[config.mk]
export PLATFORM = sky130hd
export DESIGN_NAME = jtopl_eg_ctrl_flat
export DESIGN_NICKNAME = d
export VERILOG_FILES = /design/src/rtl/jtopl_eg_ctrl_pkg.sv /design/src/rtl/jtopl_eg_ctrl_if.sv /design/src/rtl/jtopl_eg_upd.sv /design/src/rtl/jtopl_eg_ctrl.sv /design/src/flat_wrapper.sv
export SDC_FILE = /design/constraint.sdc
export NUM_CORES = 1
export LEC_CHECK = 0
export CORE_ASPECT_RATIO = 1.5
export CORE_UTILIZATION = 55
export CTS_CLUSTER_SIZE = 16
export DETAILED_ROUTE_END_ITERATION = 7
export HOLD_SLACK_MARGIN = 0.05
export PLACE_DENSITY_LB_ADDON = 0.2
export SLEW_MARGIN = 20
export SYNTH_ARGS = -nofsm -noshare
export SYNTH_HDL_FRONTEND = slang
export SYNTH_SLANG_ARGS = --single-unit
[constraint.sdc]
create_clock -name clk -period 7.3 [get_ports clk]
set_clock_uncertainty 0.15 [all_clocks]
set_input_delay 1.46 -clock clk [delete_from_list [all_inputs] [get_ports clk]]
set_output_delay 1.46 -clock clk [all_outputs]
set_load 0.01 [all_outputs]
[src/rtl/jtopl_eg_ctrl_pkg.sv]
// jtopl_eg_ctrl_pkg: shared envelope encodings and widths.
// Contents: EG state enum, the silent attenuation value and the global timer width.
package jtopl_eg_ctrl_pkg;
  typedef enum logic [1:0] {ATTACK = 2'd0, DECAY = 2'd1, SUSTAIN = 2'd2, RELEASE = 2'd3} eg_state_t;
  localparam logic [8:0] EG_MAX = 9'h1FF;
  localparam int EG_CNT_W = 15;
endpackage

[src/rtl/jtopl_eg_ctrl_if.sv]
// jtopl_eg_ctrl_if: link between the envelope controller and the envelope step block.
// master (controller): drives attack/base_rate/eg_cnt/cnt_in; receives step/rate/cnt_lsb/sum_up.
// slave (step block): the mirror image.
interface jtopl_eg_ctrl_if;
  import jtopl_eg_ctrl_pkg::*;
  logic                attack;
  logic [4:0]          base_rate;
  logic [EG_CNT_W-1:0] eg_cnt;
  logic                cnt_in;
  logic                step;
  logic [5:0]          rate;
  logic                cnt_lsb;
  logic                sum_up;
  modport master (output attack, base_rate, eg_cnt, cnt_in, input step, rate, cnt_lsb, sum_up);
  modport slave (input attack, base_rate, eg_cnt, cnt_in, output step, rate, cnt_lsb, sum_up);
endinterface

[src/rtl/jtopl_eg_upd.sv]
// jtopl_eg_upd: combinational next state/level for one slot.
// Inputs: stored state/level/keyon_last, current keyon, ar, sl, step-block step/sum_up/rate.
// Outputs: st_nx, lvl_nx to be written back for the slot.
module jtopl_eg_upd
  import jtopl_eg_ctrl_pkg::*;
(
  input  eg_state_t  st,
  input  logic [8:0] lvl,
  input  logic       keyon,
  input  logic       kon_last,
  input  logic       step,
  input  logic       sum_up,
  input  logic [5:0] rate,
  input  logic [3:0] ar,
  input  logic [3:0] sl,
  output eg_state_t  st_nx,
  output logic [8:0] lvl_nx
);
  logic [8:0] inc, dn, up;
  logic [9:0] sum;
  logic [4:0] thr;
  always_comb begin
    // rate[5:2] of 13/14/15 corresponds to rate >= 52/56/60
    inc = rate >= 6'd60 ? 9'd8 : rate >= 6'd56 ? 9'd4 : rate >= 6'd52 ? 9'd2 : 9'd1;
    sum = {1'b0, lvl} + {1'b0, inc};
    up = sum[9] ? EG_MAX : sum[8:0];
    dn = lvl - (lvl >> 3) - 9'd1;
    thr = sl == 4'hF ? 5'h1F : {1'b0, sl};
    st_nx = st;
    lvl_nx = lvl;
    if (keyon && !kon_last) begin
      st_nx = ar == 4'hF ? DECAY : ATTACK;
      lvl_nx = ar == 4'hF ? 9'd0 : lvl;
    end else begin
      if (!keyon) st_nx = RELEASE;
      if (step && sum_up) begin
        if (st == ATTACK && keyon) begin
          st_nx = lvl == 9'd0 ? DECAY : ATTACK;
          lvl_nx = lvl == 9'd0 ? 9'd0 : dn;
        end else begin
          lvl_nx = up;
          if (st == DECAY && keyon && up[8:4] >= thr) st_nx = SUSTAIN;
        end
      end
    end
  end
endmodule

[src/rtl/jtopl_eg_ctrl.sv]
// jtopl_eg_ctrl: time-multiplexed envelope state machine over SLOTS operator slots.
// Ports: clk/rst/cen; slot out for parent muxing; per-slot keyon/ar/dr/rr/sl/en_sus in;
// eg_if (master) to the step block; eg_out/eg_slot/eg_valid report the written-back level.
module jtopl_eg_ctrl
  import jtopl_eg_ctrl_pkg::*;
#(
  parameter int SLOTS = 18,
  parameter int SW    = 5
) (
  input  logic          clk,
  input  logic          rst,
  input  logic          cen,
  output logic [SW-1:0] slot,
  input  logic          keyon,
  input  logic [3:0]    ar,
  input  logic [3:0]    dr,
  input  logic [3:0]    rr,
  input  logic [3:0]    sl,
  input  logic          en_sus,
  jtopl_eg_ctrl_if.master eg_if,
  output logic [8:0]    eg_out,
  output logic [SW-1:0] eg_slot,
  output logic          eg_valid
);
  eg_state_t           st_q [SLOTS];
  logic [8:0]          lvl_q [SLOTS];
  logic [SLOTS-1:0]    kl_q, cl_q;
  logic [SW-1:0]       slot_q, slot_d, eg_slot_q, eg_slot_d;
  logic [EG_CNT_W-1:0] eg_cnt_q, eg_cnt_d;
  logic [8:0]          eg_out_q, eg_out_d, cur_lvl, nx_lvl;
  logic                eg_valid_q, eg_valid_d, wrap;
  logic [3:0]          r;
  eg_state_t           cur_st, nx_st;

  jtopl_eg_upd u_upd (
    .st(cur_st), .lvl(cur_lvl), .keyon(keyon), .kon_last(kl_q[slot_q]),
    .step(eg_if.step), .sum_up(eg_if.sum_up), .rate(eg_if.rate),
    .ar(ar), .sl(sl), .st_nx(nx_st), .lvl_nx(nx_lvl)
  );

  always_comb begin
    cur_st = st_q[slot_q];
    cur_lvl = lvl_q[slot_q];
    r = cur_st == ATTACK ? ar : cur_st == DECAY ? dr : (cur_st == SUSTAIN && en_sus) ? 4'd0 : rr;
    eg_if.base_rate = {r, 1'b0};
    eg_if.attack = cur_st == ATTACK;
    eg_if.eg_cnt = eg_cnt_q;
    eg_if.cnt_in = cl_q[slot_q];
    wrap = slot_q == SW'(SLOTS - 1);
    slot_d = cen ? (wrap ? '0 : slot_q + 1'b1) : slot_q;
    eg_cnt_d = (cen && wrap) ? eg_cnt_q + 1'b1 : eg_cnt_q;
    eg_out_d = cen ? nx_lvl : eg_out_q;
    eg_slot_d = cen ? slot_q : eg_slot_q;
    eg_valid_d = cen;
  end

  always_ff @(posedge clk) begin
    if (rst) begin
      slot_q <= '0;
      eg_cnt_q <= '0;
      eg_out_q <= EG_MAX;
      eg_slot_q <= '0;
      eg_valid_q <= 1'b0;
      kl_q <= '0;
      cl_q <= '0;
      for (int i = 0; i < SLOTS; i++) begin
        st_q[i] <= RELEASE;
        lvl_q[i] <= EG_MAX;
      end
    end else begin
      slot_q <= slot_d;
      eg_cnt_q <= eg_cnt_d;
      eg_out_q <= eg_out_d;
      eg_slot_q <= eg_slot_d;
      eg_valid_q <= eg_valid_d;
      if (cen) begin
        st_q[slot_q] <= nx_st;
        lvl_q[slot_q] <= nx_lvl;
        kl_q[slot_q] <= keyon;
        cl_q[slot_q] <= eg_if.cnt_lsb;
      end
    end
  end

  assign slot = slot_q;
  assign eg_out = eg_out_q;
  assign eg_slot = eg_slot_q;
  assign eg_valid = eg_valid_q;
endmodule

[src/flat_wrapper.sv]
// flat-port wrapper written by rule: the top's interface ports become plain ports
module jtopl_eg_ctrl_flat import jtopl_eg_ctrl_pkg::*;
#(
  parameter int SLOTS = 18,
  parameter int SW    = 5
)
  (clk, rst, cen, slot, keyon, ar, dr, rr, sl, en_sus, eg_out, eg_slot, eg_valid, eg_if_attack, eg_if_base_rate, eg_if_eg_cnt, eg_if_cnt_in, eg_if_step, eg_if_rate, eg_if_cnt_lsb, eg_if_sum_up);
  jtopl_eg_ctrl_if eg_if_i ();
  input  logic clk;
  input  logic rst;
  input  logic cen;
  output logic [SW-1:0] slot;
  input  logic keyon;
  input  logic [3:0] ar;
  input  logic [3:0] dr;
  input  logic [3:0] rr;
  input  logic [3:0] sl;
  input  logic en_sus;
  output logic [8:0] eg_out;
  output logic [SW-1:0] eg_slot;
  output logic eg_valid;
  output wire logic [$bits(eg_if_i.attack)-1:0] eg_if_attack;
  output wire logic [$bits(eg_if_i.base_rate)-1:0] eg_if_base_rate;
  output wire logic [$bits(eg_if_i.eg_cnt)-1:0] eg_if_eg_cnt;
  output wire logic [$bits(eg_if_i.cnt_in)-1:0] eg_if_cnt_in;
  input wire logic [$bits(eg_if_i.step)-1:0] eg_if_step;
  input wire logic [$bits(eg_if_i.rate)-1:0] eg_if_rate;
  input wire logic [$bits(eg_if_i.cnt_lsb)-1:0] eg_if_cnt_lsb;
  input wire logic [$bits(eg_if_i.sum_up)-1:0] eg_if_sum_up;
  assign eg_if_attack = eg_if_i.attack;
  assign eg_if_base_rate = eg_if_i.base_rate;
  assign eg_if_eg_cnt = eg_if_i.eg_cnt;
  assign eg_if_cnt_in = eg_if_i.cnt_in;
  assign eg_if_i.step = eg_if_step;
  assign eg_if_i.rate = eg_if_rate;
  assign eg_if_i.cnt_lsb = eg_if_cnt_lsb;
  assign eg_if_i.sum_up = eg_if_sum_up;
  jtopl_eg_ctrl #(.SLOTS(SLOTS), .SW(SW)) u_core (.clk(clk), .rst(rst), .cen(cen), .slot(slot), .keyon(keyon), .ar(ar), .dr(dr), .rr(rr), .sl(sl), .en_sus(en_sus), .eg_if(eg_if_i), .eg_out(eg_out), .eg_slot(eg_slot), .eg_valid(eg_valid));
endmodule
## Word-level counts from Yosys, hierarchy flattened

Memory sizes are Yosys's and may differ from the RTL's. A register that Yosys moved wholly into a read port is not among the register bits.
Index checks and enable logic that the tools add are counted.

- Input port bits: 30
- Output and inout port bits: 42
- Memories kept: 2
- Bits in registers: 71
- Bits in writable memories: 198

Memory list:

| name | depth | bits a word | read ports | clocked after Yosys merged registers in | write ports | line | text |
|---|---|---|---|---|---|---|---|
| u_core.lvl_q | 18 | 9 | 1 | 1 | 18 | jtopl_eg_ctrl.sv:26 | `logic [8:0] lvl_q [SLOTS];` |
| u_core.st_q | 18 | 2 | 1 | 1 | 18 | jtopl_eg_ctrl.sv:25 | `eg_state_t st_q [SLOTS];` |

- Eq/ne operators: 5
- Magnitude comparators: 6
- Add/sub/neg operators: 5
- Reduce and logical (&&, ||, !) cells: 13
- Mux-type cells: 44

Operator list:

| kind | number |
|---|---|
| 2-to-1 mux 9 bit | 7 |
| 2-to-1 mux 5 bit | 8 |
| bitwise mux 18 bit | 2 |
| >= comparator 6 bit, second input constant | 3 |
| 2-to-1 mux 4 bit | 4 |
| adder 15 x 1 -> 15 bit, second input constant | 1 |
| 2-to-1 mux 2 bit | 7 |
| 2-to-1 mux 1 bit | 12 |
| adder 9 x 4 -> 10 bit | 1 |
| binary-select mux 1 bit (select 5 bit) | 2 |
| logical NOT 9 bit | 1 |
| OR reduction 9 bit | 1 |
| subtractor 9 x 1 -> 9 bit, second input constant | 1 |
| subtractor 9 x 6 -> 9 bit | 1 |
| == test 4 bit, second input constant | 2 |
| logical AND 1 bit | 8 |
| < comparator 5 x 6 -> 1 bit, second input constant | 1 |
| adder 5 x 1 -> 5 bit, second input constant | 1 |
| demux 1 bit (select 5 bit) | 1 |
| == test 5 bit, second input constant | 1 |
| >= comparator 5 x 1 -> 1 bit, second input constant | 1 |
| >= comparator 5 bit | 1 |
| 2-to-1 mux 3 bit | 1 |
| == test 2 x 1 -> 1 bit, second input constant | 1 |
| other kinds (4) | 4 |

## Longest topological paths before layout

Gate-level depths: netlist of run 1.

- Depth in word-level cells: 13
- Gate-level depth with buffers: 28
- Mapped depth without buffers: 23

## By module

From an unflattened synthesis of run 1, not the netlist that was laid out.

- Cell total of the unflattened synthesis: 1,399
- Area total of the unflattened synthesis: 19,038.3 um^2

By module, submodules not included:

| module | area each (um^2) | times used | cells each |
|---|---|---|---|
| jtopl_eg_ctrl | 18,001.0 | 1 | 1,248 |
| jtopl_eg_upd | 1,037.2 | 1 | 151 |

## Least setup slack after synthesis of run 1

Ideal clock, no wire load.

- Kind: reg2reg
- Start: reg with a tool-made name
- End: mem u_core.st_q[17][1] in the netlist's numbering, data pin
- Path buffers: 5
- Cell stages (with the launch flop): 29
- Setup time: 0.302 ns
- Arrival time: 5.473 ns
- Slack: 1.376 ns
- Clock period less this slack: 5.924 ns
- Path through: dfxtp_1 -> buf_4 -> buf_4 -> buf_4 -> buf_1 -> mux4_2 -> mux2i_1 -> mux2i_1 -> nand2_1 -> o21a_1 -> inv_1 -> ha_1 -> inv_1 -> o21ba_2 -> a41oi_1 -> nand2_1 -> nor2_1 -> a21oi_1 -> ha_1 -> nand2b_1 -> a21o_1 -> a21o_1 -> a21o_1 -> a21oi_1 -> nor3b_1 -> o21ai_0 -> and2_0 -> clkbuf_1 -> inv_1

RTL lines:

| element | line |
|---|---|
| to (decl) | jtopl_eg_ctrl.sv:25 |

==> metrics.csv, run 1 <==
stage,metric,value,unit
run_status,outcome,finished clean,
floorplanning,design.core.area,34270,um2
routing,detail_route.first_pass.iterations,7,
synthesis,yosysTopAreaCell,edfxtp_1,
sta,relSlewSlack,22.75,%
routing,drt-vias-per-instance,6.175,
worst_setup_path,worstPathMaxFanout,22,
global_route,overflow,0,
worst_setup_path,crit_path_top_delay_cell,dfxtp_4,
clocking,cts_root_buffer,clkbuf_16,
sta,fmax,149.6,MHz
synthesis,synth_top_area_share,54.99,%
synthesis,async_flop_share,0,%
floorplanning,die_h,231.0,um
clocking,cts_max_level,2,
worst_hold_path,hold_path.class,flop to flop,
cells_and_area,final_nets,1624,
worst_setup_path,cp-end-kind,flop,
floorplanning,die-area,35710,um2
power_and_ir_drop,ir_worst_vdd,0.0002216,V
floorplanning,start_util,56.09,%
synthesis,synth-seq-cells,428,
synthesis,yosys-top-cells-area,"edfxtp_1 55%, dfxtp_1 7.9%, mux4_2 6.6%",
clocking,clock-sinks,428,
placed_design,port_buffers,68,
sta,fin_crit_sh,91.57,%
synthesis,syn-num-nets,1567,
cells_and_area,layout-drive-gt1-share,14.06,%
floorplanning,io_pins,72,
synthesis,synthDistinctLibCells,68,
power_and_ir_drop,p_total,4.891,mW
clocking,clk_path_buf_depth,3,
placed_design,gp_congestion,0.8739,
clocking,clk_latency,0.55,ns
global_route,grt_pass1_wl,73.11,mm
sta,finalMaxSlewViolations,0,
worst_setup_path,required,7.37,ns
synthesis,synth_area,19220,um2
synthesis,syn_inst,1515,
worst_setup_path,crit_path_start_kind,flop,
floorplanning,rows,83,
routing,dr_total_vias,12504,
cells_and_area,area_growth_syn_to_layout,12.23,%
sta,setup_tns,0,ns
routing,routedWlPerCell,23.73,um
power_and_ir_drop,leakage,6.324,nW
routing,drc,0,
worst_setup_path,crit_family,compound AO/OA/AOI/OAI gates,
synthesis,yosys_warnings,0,
worst_setup_path,path_cells,buf_4 -> mux4_2 -> mux4_2 -> mux2_2 -> ha_1 -> a21oi_1 -> o21ba_2 -> a41oi_1 -> nand2_1 -> nor2_1 -> a21oi_1 -> ha_1 -> nand2b_1 -> a21o_1 -> a21o_1 -> a21o_1 -> a21oi_1 -> nor3b_1 -> o21ai_0 -> and2_0 -> inv_1,
synthesis,seq_area_frac_synth,62.91,%
cells_and_area,utilization,62.94,%
sta,rsz0062_at_grt,false,
worst_setup_path,path_class,flop to flop,
worst_setup_path,worstPathArrival,6.75,ns
cells_and_area,antenna_cells_inserted,0,
sta,min_period,6.684,ns
sta,setup_viol,0,
clocking,cts_made_buffers,38,
sta,tightest_slew,1.155,ns
clocking,post-cts-setup-buffers,0,
job,maxCapViolCount,0,
placed_design,dp_hpwl,33.14,mm
global_route,grt_pass1_vias,12550,
routing,drtAntennaViolNets,0,
global_route,grt_start_max_net_pins,82,
routing,routed_wl,48.05,mm
power_and_ir_drop,power_density,226.7,nW/um2
worst_setup_path,cp_slowest_stage_delay,0.64,ns
sta,hold_ws,0.3261,ns
clocking,clkTransAtPathRegs,0.07,ns
clocking,cts_resized,0,
synthesis,synth_enable_flop_cells,352,
routing,drt_iter0_markers,1061,
sta,hold_violations,0,
clocking,holdBufCountCts,0,
worst_setup_path,path_buf_inv,2,
global_route,antenna_found_initial,0,
synthesis,synthFlopType,edfxtp_1,
global_route,grt_usage,27.75,%
floorplanning,fp.dieW,154.6,um
clocking,tritoncts,yes,
synthesis,synth_area_per_cell,12.69,um2
==> tightest hold or removal path, stage by stage (launching register included) <==
cell     delay, ns
dfxtp_1       0.31
o21ai_0       0.06
a21oi_1       0.06
==> cells in the mapped netlist, drive strengths merged (3+ instances only) <==
cell,count
ha,20
inv,34
a21oi,72
a21o,8
o211ai,4
o22ai,8
nor3,11
or2,23
nor2b,10
dfxtp,76
mux2i,105
and4,3
nor2,111
nor4,4
a22oi,29
a311oi,3
a221oi,3
o21ai,58
buf,45
clkbuf,66
edfxtp,352
and3,6
nand2b,6
nand4,13
mux4,56
xnor2,10
xor2,11
a31oi,5
or3b,6
and2,3
nand3,45
nand3b,3
or3,5
mux2,4
nand2,268
o31a,3
==> routing by layer <==
layer | GRT usage, % | vias up | part of all wire [%]
li1 | - | 5642 | -
met1 | 32.98 | 6186 | 36
met2 | 48.47 | 554 | 52
met3 | 4.017 | 122 | 6.7
met4 | 15.19 | 0 | 5.1
met5 | 0 | - | 0
==> per-stage QoR <==
step           cell area, um2  worst slack, ns  instances
2_1_floorplan           19220            1.376       1515
3_3_place_gp            20370           0.7138       1957
3_5_place_dp            20370           0.6682       1957
4_1_cts                 21560           0.6388       2025
5_1_grt                 21570           0.2079       2025
6_report                21570           0.6155       2025
==> report_power, final <==
part           internal [mW]  leakage [nW]  switching, mW
registers               2.64          3.36         0.0146
clock network           1.08         0.580          0.861
logic                  0.111          2.38          0.189
total                   3.83          6.32           1.06
==> flip-flops by register name, indices dropped and copies added, names as in the netlist, named ones only <==
register / flops
u_core.eg_out: 9
u_core.eg_slot: 5
u_core.eg_if.eg_cnt: 15
u_core.lvl_q: 288
u_core.eg_valid: 1
u_core.kl_q: 18
u_core.cl_q: 18
u_core.st_q: 64
u_core.slot: 5
==> final timing paths <==
kind,start,end,slack (ns),depth (start not counted)
max,flop,u_core.st_q[21][1]$_DFFE_PP_,0.62,21
min,u_core.kl_q[11]$_SDFFE_PP0P_,u_core.kl_q[11]$_SDFFE_PP0P_,0.33,2
max reg2reg,flop,u_core.st_q[21][1]$_DFFE_PP_,0.62,21
min reg2reg,u_core.kl_q[11]$_SDFFE_PP0P_,u_core.kl_q[11]$_SDFFE_PP0P_,0.33,2
==> logic make-up after synthesis <==
kind of cell,Yosys count,share of synthesized area (%)
simple gates,520,11.95
flops,428,62.91
compound gates,212,6.985
mux,165,12.28
buf+inv,146,3.385
fa+ha+maj,22,1.510
xor+xnor,21,0.9569
other cells,1,0.01951
==> final cells by class <==
type                       instances  area [um2]
sequential                       428       12100
multi-input combinational        941        6501
tap                              425       531.8
clock inverter                    17       142.6
fill                            2628       12700
timing repair buffer             128        1126
inverter                          35       131.4
clock buffer                      51        1041
==> cells in the final DEF, fill, tap and decap left out, drive strengths merged, types with 10 or more instances in the layout <==
master and instances:
mux2i 105, nor3 11, a21oi 72, clkbuf 51, dfxtp 76, clkinv 11, nand4 13, nor2b 10
nand2 268, edfxtp 352, clkdlybuf4s50 67, xnor2 10, a22oi 29, or2 23, nand3 45, ha 20
inv 37, o21ai 58, nor2 111, mux4 56, buf 61, xor2 11
Power figures use the tool's default switching activity.
==> run 2: changes to the inputs <==
Clock period 7.3 ns to 7.9 ns, I/O delays scaled along.
==> metrics.csv, run 2 (synthesis gave the netlist of run 1 again) <==
stage,metric,value,unit,change
worst_setup_path,crit_path_start_kind,flop,,
cells_and_area,final_nets,1620,,-0.25%
clocking,cts_root_buffer,clkbuf_16,,
sta,setup_tns,0,ns,unchanged
cells_and_area,area_growth_syn_to_layout,11.95,%,
floorplanning,design.core.area,34270,um2,unchanged
worst_setup_path,required,7.97,ns,+0.60 ns
worst_setup_path,rr_worst_depth,24,,+14%
clocking,holdBufCountCts,0,,unchanged
cells_and_area,largestRegisters,"u_core.lvl_q x288, u_core.st_q x64",,
routing,drtAntennaViolNets,0,,unchanged
clocking,clk_path_buf_depth,3,,unchanged
cells_and_area,final_cell_mix,"352 x edfxtp_1, 268 x nand2_1, 107 x nor2_1",,
sta,setup_viol,0,,unchanged
global_route,antenna_found_initial,0,,unchanged
sta,rsz0062_at_grt,false,,
cells_and_area,fillCellCount,2575,,-2.0%
clocking,clk_latency,0.53,ns,-0.02 ns
global_route,grt_pass1_wl,75.44,mm,+3.2%
worst_setup_path,path_class,flop to flop,,
sta,relSlewSlack,20.34,%,-2.4 points
cells_and_area,layout-drive-gt1-share,13.76,%,-0.30 points
clocking,clkTransAtPathRegs,0.07,ns,about the same
global_route,grt_usage,28.58,%,+0.83 points
floorplanning,io_pins,72,,unchanged
sta,hold_violations,0,,unchanged
cells_and_area,largest_reg_flops,288,,unchanged
power_and_ir_drop,p_switching,0.9670,mW,-9.2%
global_route,grt_pass1_vias,12802,,+2.0%
power_and_ir_drop,seq_power_share,54.7,%,+0.5 points
cells_and_area,antenna_cells_inserted,0,,unchanged
placed_design,gp_congestion,0.8757,,+0.21%
routing,dr_total_vias,12535,,+0.25%
cells_and_area,largest_register,u_core.lvl_q,,
power_and_ir_drop,switching_share,21.58,%,-0.19 points
floorplanning,start_util,56.09,%,unchanged
sta,tightest_slew,1.195,ns,+0.04010 ns
worst_setup_path,worstPathArrival,6.93,ns,+0.18 ns
power_and_ir_drop,power_density,208.3,nW/um2,-8.1%
power_and_ir_drop,p_comb_share,6.2,%,about the same
job,maxCapViolCount,0,,unchanged
sta,fmax,145.7,MHz,-2.6%
routing,drc,0,,unchanged
routing,drt-vias-per-instance,6.218,,+0.70%
clocking,post-cts-setup-buffers,0,,unchanged
sta,fin_crit_sh,86.88,%,-4.7 points
worst_hold_path,whs_path_depth,2,,unchanged
clocking,cts_resized,0,,unchanged
routing,routedWlPerCell,24.28,um,+2.3%
sta,hold_ws,0.3193,ns,-0.006831 ns
placed_design,dp_hpwl,33.46,mm,+0.96%
floorplanning,die-area,35710,um2,unchanged
global_route,grt_start_max_net_pins,45,,-45%
worst_hold_path,min_from,u_core.eg_out[0]$_SDFFE_PP1P_,,
power_and_ir_drop,power_frac_clock,39.1,%,-0.5 points
clocking,cts_max_level,2,,unchanged
global_route,overflow,0,,unchanged
routing,routed_wl,48.96,mm,+1.9%
worst_hold_path,hold_path.class,flop to flop,,
sta,finalMaxSlewViolations,0,,unchanged
power_and_ir_drop,ir_worst_vdd,0.0001823,V,-18%
routing,drt_iter0_markers,1002,,-5.6%
run_status,outcome,finished clean,,
placed_design,port_buffers,68,,unchanged
sta,min_period,6.864,ns,+0.1793 ns
clocking,cts_made_buffers,38,,unchanged
floorplanning,fp.dieW,154.6,um,unchanged
clocking,clock-sinks,428,,unchanged
floorplanning,die_h,231.0,um,unchanged
worst_setup_path,cp-end-kind,flop,,
power_and_ir_drop,leakage,6.297,nW,-0.43%
floorplanning,rows,83,,unchanged
clocking,tritoncts,yes,,
power_and_ir_drop,p_int,3.514,mW,-8.2%
worst_setup_path,worstPathMaxFanout,23,,+4.5%
routing,detail_route.first_pass.iterations,7,,unchanged
cells_and_area,final_common_cell,edfxtp_1,,
[run 2: cell types whose count changed in the layout (fill, tap and decap cells not counted), moves of 2 or more]
| cell | previous run | this run |
|---|---|---|
| clkbuf_1 | 10 | 8 |
| clkbuf_16 | 39 | 41 |
| bufinv_16 | 2 | 0 |
| buf_4 | 60 | 55 |
| clkbuf_2 | 0 | 3 |
| inv_6 | 2 | 0 |
[run 2: worst max-delay path, cell delays in order, from the launching register on]
cell	delay, ns
dfxtp_4	0.65
buf_12	0.27
mux4_2	0.58
mux4_2	0.49
mux2i_2	0.41
inv_2	0.16
ha_1	0.30
a21o_1	0.11
a21oi_1	0.09
o21ba_2	0.24
a41oi_1	0.30
nand2_1	0.18
nor2_1	0.21
a21oi_1	0.08
ha_1	0.28
nand2b_1	0.14
a21o_1	0.17
a21o_1	0.17
a21o_1	0.18
a21oi_1	0.26
nor3b_1	0.08
o21ai_0	0.30
and2_0	0.29
buf_4	0.23
inv_1	0.20
[run 2: power groups by stage]
stage | combinational, mW | sequential, mW | clock (mW)
final | 0.276 | 2.45 | 1.75
after detailed placement | 0.275 | 2.50 | 0
after global placement | 0.271 | 2.50 | 0
after CTS | 0.276 | 2.45 | 1.76
after global routing | 0.298 | 2.45 | 1.85
after floorplan | 0.189 | 2.49 | 0
[run 2: stage by stage]
stage	power [mW]	cell area [um2]	setup WS (ns)	instances	utilization, %
6_report	4.482	21520	1.036	2016	62.79
5_1_grt	4.597	21520	0.6369	2016	62.79
4_1_cts	4.493	21510	1.112	2016	62.75
3_5_place_dp	2.776	20360	1.129	1953	59.40
3_3_place_gp	2.772	20350	1.235	1953	59.39
2_1_floorplan	2.680	19220	1.976	1515	-
[run 2: worst paths after layout]
| path | end | slack (ns) |
|---|---|---|
| worst max-delay path | u_core.st_q[19][1]$_DFFE_PP_ | 1.04 |
| worst min-delay path | u_core.eg_out[0]$_SDFFE_PP1P_ | 0.32 |
| worst max register to register | u_core.st_q[19][1]$_DFFE_PP_ | 1.04 |
| worst min register to register | u_core.eg_out[0]$_SDFFE_PP1P_ | 0.32 |
[run 2: final cells by class]
type | instances | area [um2] | share of cell area (%)
Tap cell | 425 | 531.8 | 2.471
Clock buffer | 55 | 1112 | 5.170
Timing Repair Buffer | 124 | 1109 | 5.152
Sequential cell | 428 | 12100 | 56.22
Multi-Input combinational cell | 941 | 6501 | 30.21
Clock inverter | 8 | 35.03 | 0.1628
Inverter | 35 | 131.4 | 0.6106
[run 2: layer usage]
metal  global-route usage, %  share of wire (%)
met5                       0                  0
met4                   13.92                4.8
met3                   4.130                6.6
met2                   50.21                 52
met1                   34.44                 37
